**src/rtl/core_pkg.sv**
```systemverilog
// Shared core-wide widths for the pipeline stages.
// No logic; constants only.
// No flow control.
package core_pkg;
    localparam int XLEN      = 32;
    localparam int REG_IDX_W = 5;
endpackage

```
**src/rtl/data_memory.sv**
```systemverilog
// Word-organised data RAM with synchronous write and registered read-first output.
// Latency: 1 cycle from read enable to rdata.
// Backpressure: none; one access per edge, writes blocked while rst_n is low.
module data_memory
    import core_pkg::*;
#(
    parameter int MEM_DEPTH = 64,
    parameter int ADDR_W    = 6
) (
    input  logic              clk,
    input  logic              rst_n,
    input  logic              we,
    input  logic              re,
    input  logic [ADDR_W-1:0] addr,
    input  logic [XLEN-1:0]   wdata,
    output logic [XLEN-1:0]   rdata
);

    // Contents start at zero and deliberately survive reset.
    logic [XLEN-1:0] mem [MEM_DEPTH] = '{default: '0};

    always_ff @(posedge clk) begin
        if (rst_n && we) begin
            mem[addr] <= wdata;
        end
    end

    // Non-blocking read of the pre-edge array gives read-first on a same-index write.
    always_ff @(posedge clk or negedge rst_n) begin
        if (!rst_n) begin
            rdata <= '0;
        end else if (re) begin
            rdata <= mem[addr];
        end else begin
            rdata <= '0;
        end
    end

endmodule

```
**src/rtl/mem_stage.sv**
```systemverilog
// MEM stage: data memory access, branch decision and the MEM/WB pipeline register.
// Latency: 1 cycle for WB outputs; PCSrc/PCimm_out are combinational.
// Backpressure: none; no stall or flush, every edge captures.
module mem_stage
    import core_pkg::*;
#(
    parameter int MEM_DEPTH = 64,
    parameter int ADDR_W    = 6
) (
    input  logic                 clk,
    input  logic                 reset,
    input  logic                 Ctl_MemtoReg_in,
    input  logic                 Ctl_RegWrite_in,
    input  logic                 Ctl_MemRead_in,
    input  logic                 Ctl_MemWrite_in,
    input  logic                 Ctl_Branch_in,
    output logic                 Ctl_MemtoReg_out,
    output logic                 Ctl_RegWrite_out,
    input  logic [REG_IDX_W-1:0] Rd_in,
    output logic [REG_IDX_W-1:0] Rd_out,
    input  logic                 Zero_in,
    input  logic [XLEN-1:0]      Write_Data,
    input  logic [XLEN-1:0]      ALUresult_in,
    input  logic [XLEN-1:0]      PCimm_in,
    output logic                 PCSrc,
    output logic [XLEN-1:0]      Read_Data,
    output logic [XLEN-1:0]      ALUresult_out,
    output logic [XLEN-1:0]      PCimm_out
);

    // EX has already folded the compare into Zero_in, so every branch type reduces to this AND.
    assign PCSrc     = Ctl_Branch_in & Zero_in;
    assign PCimm_out = PCimm_in;

    // Upper address bits are dropped, so accesses wrap modulo MEM_DEPTH.
    data_memory #(
        .MEM_DEPTH (MEM_DEPTH),
        .ADDR_W    (ADDR_W)
    ) u_data_memory (
        .clk   (clk),
        .rst_n (reset),
        .we    (Ctl_MemWrite_in),
        .re    (Ctl_MemRead_in),
        .addr  (ALUresult_in[ADDR_W-1:0]),
        .wdata (Write_Data),
        .rdata (Read_Data)
    );

    always_ff @(posedge clk or negedge reset) begin
        if (!reset) begin
            Ctl_MemtoReg_out <= 1'b0;
            Ctl_RegWrite_out <= 1'b0;
            Rd_out           <= '0;
            ALUresult_out    <= '0;
        end else begin
            Ctl_MemtoReg_out <= Ctl_MemtoReg_in;
            Ctl_RegWrite_out <= Ctl_RegWrite_in;
            Rd_out           <= Rd_in;
            ALUresult_out    <= ALUresult_in;
        end
    end

endmodule

```
**config.mk**
```make
export PLATFORM = sky130hd
export DESIGN_NAME = mem_stage
export DESIGN_NICKNAME = d
export VERILOG_FILES = /design/src/rtl/core_pkg.sv /design/src/rtl/data_memory.sv /design/src/rtl/mem_stage.sv
export SDC_FILE = /design/constraint.sdc
export NUM_CORES = 2
export LEC_CHECK = 0
export CAP_MARGIN = 30
export CELL_PAD_IN_SITES_DETAIL_PLACEMENT = 0
export CELL_PAD_IN_SITES_GLOBAL_PLACEMENT = 2
export CORE_MARGIN = 3
export CORE_UTILIZATION = 35
export DETAILED_ROUTE_END_ITERATION = 10
export DONT_BUFFER_PORTS = 1
export PLACE_DENSITY = 0.74
export SYNTH_ARGS = -nofsm -noshare
export SYNTH_HDL_FRONTEND = slang
export SYNTH_HIERARCHICAL = 1
export SYNTH_SLANG_ARGS = --single-unit
```
**constraint.sdc**
```tcl
create_clock -name clk -period 1.9 [get_ports clk]
set_clock_uncertainty 0.2 [all_clocks]
set_input_delay 0.285 -clock clk [delete_from_list [all_inputs] [get_ports clk]]
set_output_delay 0.285 -clock clk [all_outputs]
set_load 0.005 [all_outputs]
```
==> impl_metrics.csv <==
group,metric,value,unit
outcome,status,"finished, violations left",
outcome,failed_checks,"negative hold slack, max-slew violations, negative setup slack",
global_route,first_global_vias,46700,
floorplanning,core-area,0.227,mm^2
clock_network,clock_latency,0.90,ns
critical_path,required,2.51,ns
timing,worst-slew-pin-transition,4.26,ns
timing,fin_crit_sh,238,%
routing,dr.pass1.iters,7,
final_layout,drive_above_1_share,22.6,%
placed_design,dp_hpwl,144000,um
critical_path,cp.arrival,5.14,ns
global_route,grt_pass1_wl,349000,um
pwr,power.density,996,mW/mm^2
final_layout,finalInstanceArea,0.0995,mm^2
timing,fin_ws,-2.63,ns
critical_path,path_max_fanout,400,
placed_design,globalplace.congestion,0.840,
timing,finalSetupViolCount,2081,
routing,vias_per_cell,5.69,
final_layout,area_growth,24.1,%
yosys,synth_edf_count,2048,
global_route,overflow,0,
worst_hold_path,hold_path.class,"in -> async",
clock_network,clk_pin_slew,0.06,ns
timing,rsz0062_at_grt,"yes",
final_layout,postLayoutCoreUtil,43.7,%
clock_network,cts-root-buf,"clkbuf_16",
yosys,yosys_warnings,6,
critical_path,critPathBufInv,2,
routing,drt-initial-drc-count,5174,
routing,wl,245000,um
floorplanning,rows,175,
timing,slew_headroom,-184,%
yosys,syn_area,0.0802,mm^2
critical_path,critPathMaxStageDelay,1.50,ns
yosys,yosysSeqAreaShare,78.9,%
routing,vias,47600,
critical_path,worstPathCellList,"or2_2 -> nor2_1 -> buf_12 -> dlygate4sd3_1 -> a221o_1 -> nand2_1 -> nand4_1 -> o31a_1",
routing,wl_per_cell,29.3,um
clock_network,numCtsBuffers,209,
floorplanning,die_h,485,um
global_route,antenna_found_initial,8,
critical_path,cp_slowest_cell,"or2_2",
placed_design,dpl_cell_area,0.0892,mm^2
timing,hold_viol_final,72,
placed_design,port_buffers,0,
final_layout,n_fill_cell,19600,
routing,ant_nets,0,
clock_network,h-tree-depth,4,
yosys,async_flop_share,3.35,%
floorplanning,die_x,485,um
timing,drv_slew,516,
pwr,p_total,99100,uW
flow_run,maxCapViolCount,0,
critical_path,startpoint_type,"primary input",
timing,fin_crit,4.53,ns
global_route,grt_usage,20.4,%
final_layout,final_nets,5271,
routing,remaining_drc_errors,0,
clock_network,clkSinkCount,2119,
critical_path,cp_top_family,"simple AND/OR/NAND/NOR gates",
yosys,syn_nets,4716,
yosys,synth_area_per_cell,17.4,um^2
critical_path,endpoint_kind,"flop",
pwr,power_leakage,0.0320,uW
yosys,synthFlopType,"edfxtp_1",
timing,holdWs,-0.920,ns
floorplanning,dieArea,0.235,mm^2
clock_network,cts_tree,"yes",
timing,fmax,221,MHz
yosys,post_synth_inst_count,4607,
floorplanning,ios,213,
pwr,peakVddDrop,0.00101,V
global_route,grt_max_degree,400,
critical_path,criticalPathCategory,"in -> reg",
yosys,yosys_register_bits,2119,
floorplanning,start_util,35.2,%
yosys,yosysUniqueCellTypes,59,
clock_network,clockBufferDepth,3,
==> worst reg2reg max path, delay by kind of cell (launching register included) <==
kind	cells	cell delay, ns
AOI/OAI and AO/OA	3	0.88
DFF	1	0.33
muxes	1	0.07
and+or+nand+nor	1	0.37
buffers and inverters	1	0.30
==> cell families after synthesis <==
| group | share of synthesized area (%) |
|---|---|
| buffers and inverters | 2.36 |
| DFF | 78.9 |
| AOI/OAI and AO/OA | 11.6 |
| muxes | 3.80 |
| and+or+nand+nor | 3.33 |
==> cell usage after synthesis, types with 6 or more instances <==
master	count	share of area, %
mux2i_1	165	2.1
buf_2	114	0.71
a22o_1	85	0.93
a221o_1	18	0.22
clkbuf_1	158	0.74
nand2b_1	6	0.047
mux2_2	80	1.1
o31a_1	15	0.16
edfxtp_1	2048	77
a22oi_1	352	3.3
nor2_1	244	1.1
nand3_1	64	0.40
buf_6	11	0.15
buf_4	59	0.55
mux4_2	22	0.62
and4_1	14	0.15
nand4_1	13	0.10
o22ai_1	102	0.80
a41oi_1	15	0.16
o21ai_0	117	0.73
buf_1	30	0.14
dfrtp_1	71	2.2
nor2b_1	21	0.16
a21oi_1	145	0.91
a31oi_1	17	0.13
nor4_1	16	0.12
a211o_1	15	0.16
a221oi_1	261	2.9
o22a_1	16	0.17
nand2_1	123	0.58
nor3_1	43	0.27
or3_1	17	0.13
o2111ai_1	15	0.16
o221ai_1	21	0.23
and2_1	6	0.047
a211oi_1	20	0.19
o211ai_1	29	0.27
==> worst paths after layout <==
path                                                startpoint  slack (ns)                                end  depth (start not counted)
max in group asynchronous                                reset        1.78         ALUresult_out[3]$_DFF_PN0_                          1
setup reg to reg           u_data_memory/mem[34][18]$_DFFE_PP_       -0.31  u_data_memory/rdata[18]$_DFF_PN0_                          6
min in group clk                               ALUresult_in[2]       -0.02  u_data_memory/rdata[19]$_DFF_PN0_                          6
hold / removal                                           reset       -0.92        ALUresult_out[17]$_DFF_PN0_                          1
hold reg to reg            u_data_memory/mem[50][21]$_DFFE_PP_        0.54  u_data_memory/rdata[21]$_DFF_PN0_                          4
setup / recovery                               ALUresult_in[2]       -2.63  u_data_memory/rdata[21]$_DFF_PN0_                          8
==> cell usage in the layout, fill, tap and decap left out, drive strengths merged, types with 80 or more instances in the layout <==
cell	netlist	final
dlygate4sd3	0	124
mux2	80	80
clkbuf	158	272
o22ai	102	102
a21oi	145	145
clkinv	0	94
buf	216	590
a22oi	352	352
nand2	123	123
a22o	85	85
edfxtp	2048	2048
mux2i	165	165
o21ai	117	117
nor2	246	246
a221oi	263	263
==> metrics by stage <==
step	instances	setup WS, ns	setup TNS, ns	hold slack, ns
after floorplan	4607	-0.699	-1158.82	-0.211
after global placement	7769	-1.38	-1379.91	-0.208
after detailed placement	7770	-1.26	-1439.78	-0.208
after CTS	8342	-0.176	-21.38	-0.937
after global routing	8354	-0.361	-103.86	-0.925
final	8356	-2.63	-2274.68	-0.920
==> cell type report <==
| type | count | area [um^2] | area share (%) |
|---|---|---|---|
| Antenna cell | 4 | 10.0 | 0.0101 |
| Clock inverter | 122 | 1450 | 1.46 |
| Timing Repair Buffer | 716 | 9160 | 9.21 |
| Inverter | 4 | 16.3 | 0.0163 |
| Multi-Input combinational cell | 2112 | 16200 | 16.3 |
| Tap cell | 3009 | 3760 | 3.78 |
| Sequential cell | 2119 | 63300 | 63.6 |
| Clock buffer | 270 | 5550 | 5.58 |
==> layer usage <==
layer  routed length (um)  global-route usage [%]  vias to the layer above
met4                 9830                    7.59                        0
met5                    0                       0                        -
li1                     -                       -                    20100
met3                17700                    3.14                      421
met2               118000                    33.2                     2104
met1                99800                    27.7                    24900
==> power breakdown <==
group	total (uW)	internal, uW	switching, uW	leakage (uW)
clock network	41700	23800	17900	0.00340
registers	51700	51500	242	0.0193
logic	5680	2280	3390	0.00931
==> sequential cells by signal, indices dropped and copies added, names as in the netlist <==
name	flops
Ctl_RegWrite_out	1
Ctl_MemtoReg_out	1
u_data_memory/rdata	32
u_data_memory/mem	2048
Rd_out	5
ALUresult_out	32
==> repair_timing <==
| item | in CTS | in global routing |
|---|---|---|
| endpoints found under the setup margin | 142 | 1566 |
| buffers inserted | 18 | 7 |
| endpoints found under the hold margin | 3277 | 73 |
| resized for setup | 116 | 67 |
| cloned | 7 | 3 |
| pin swaps | 39 | 36 |
| hold buffers | 159 | 2 |
No activity file was read; power rests on OpenSTA's default activity.
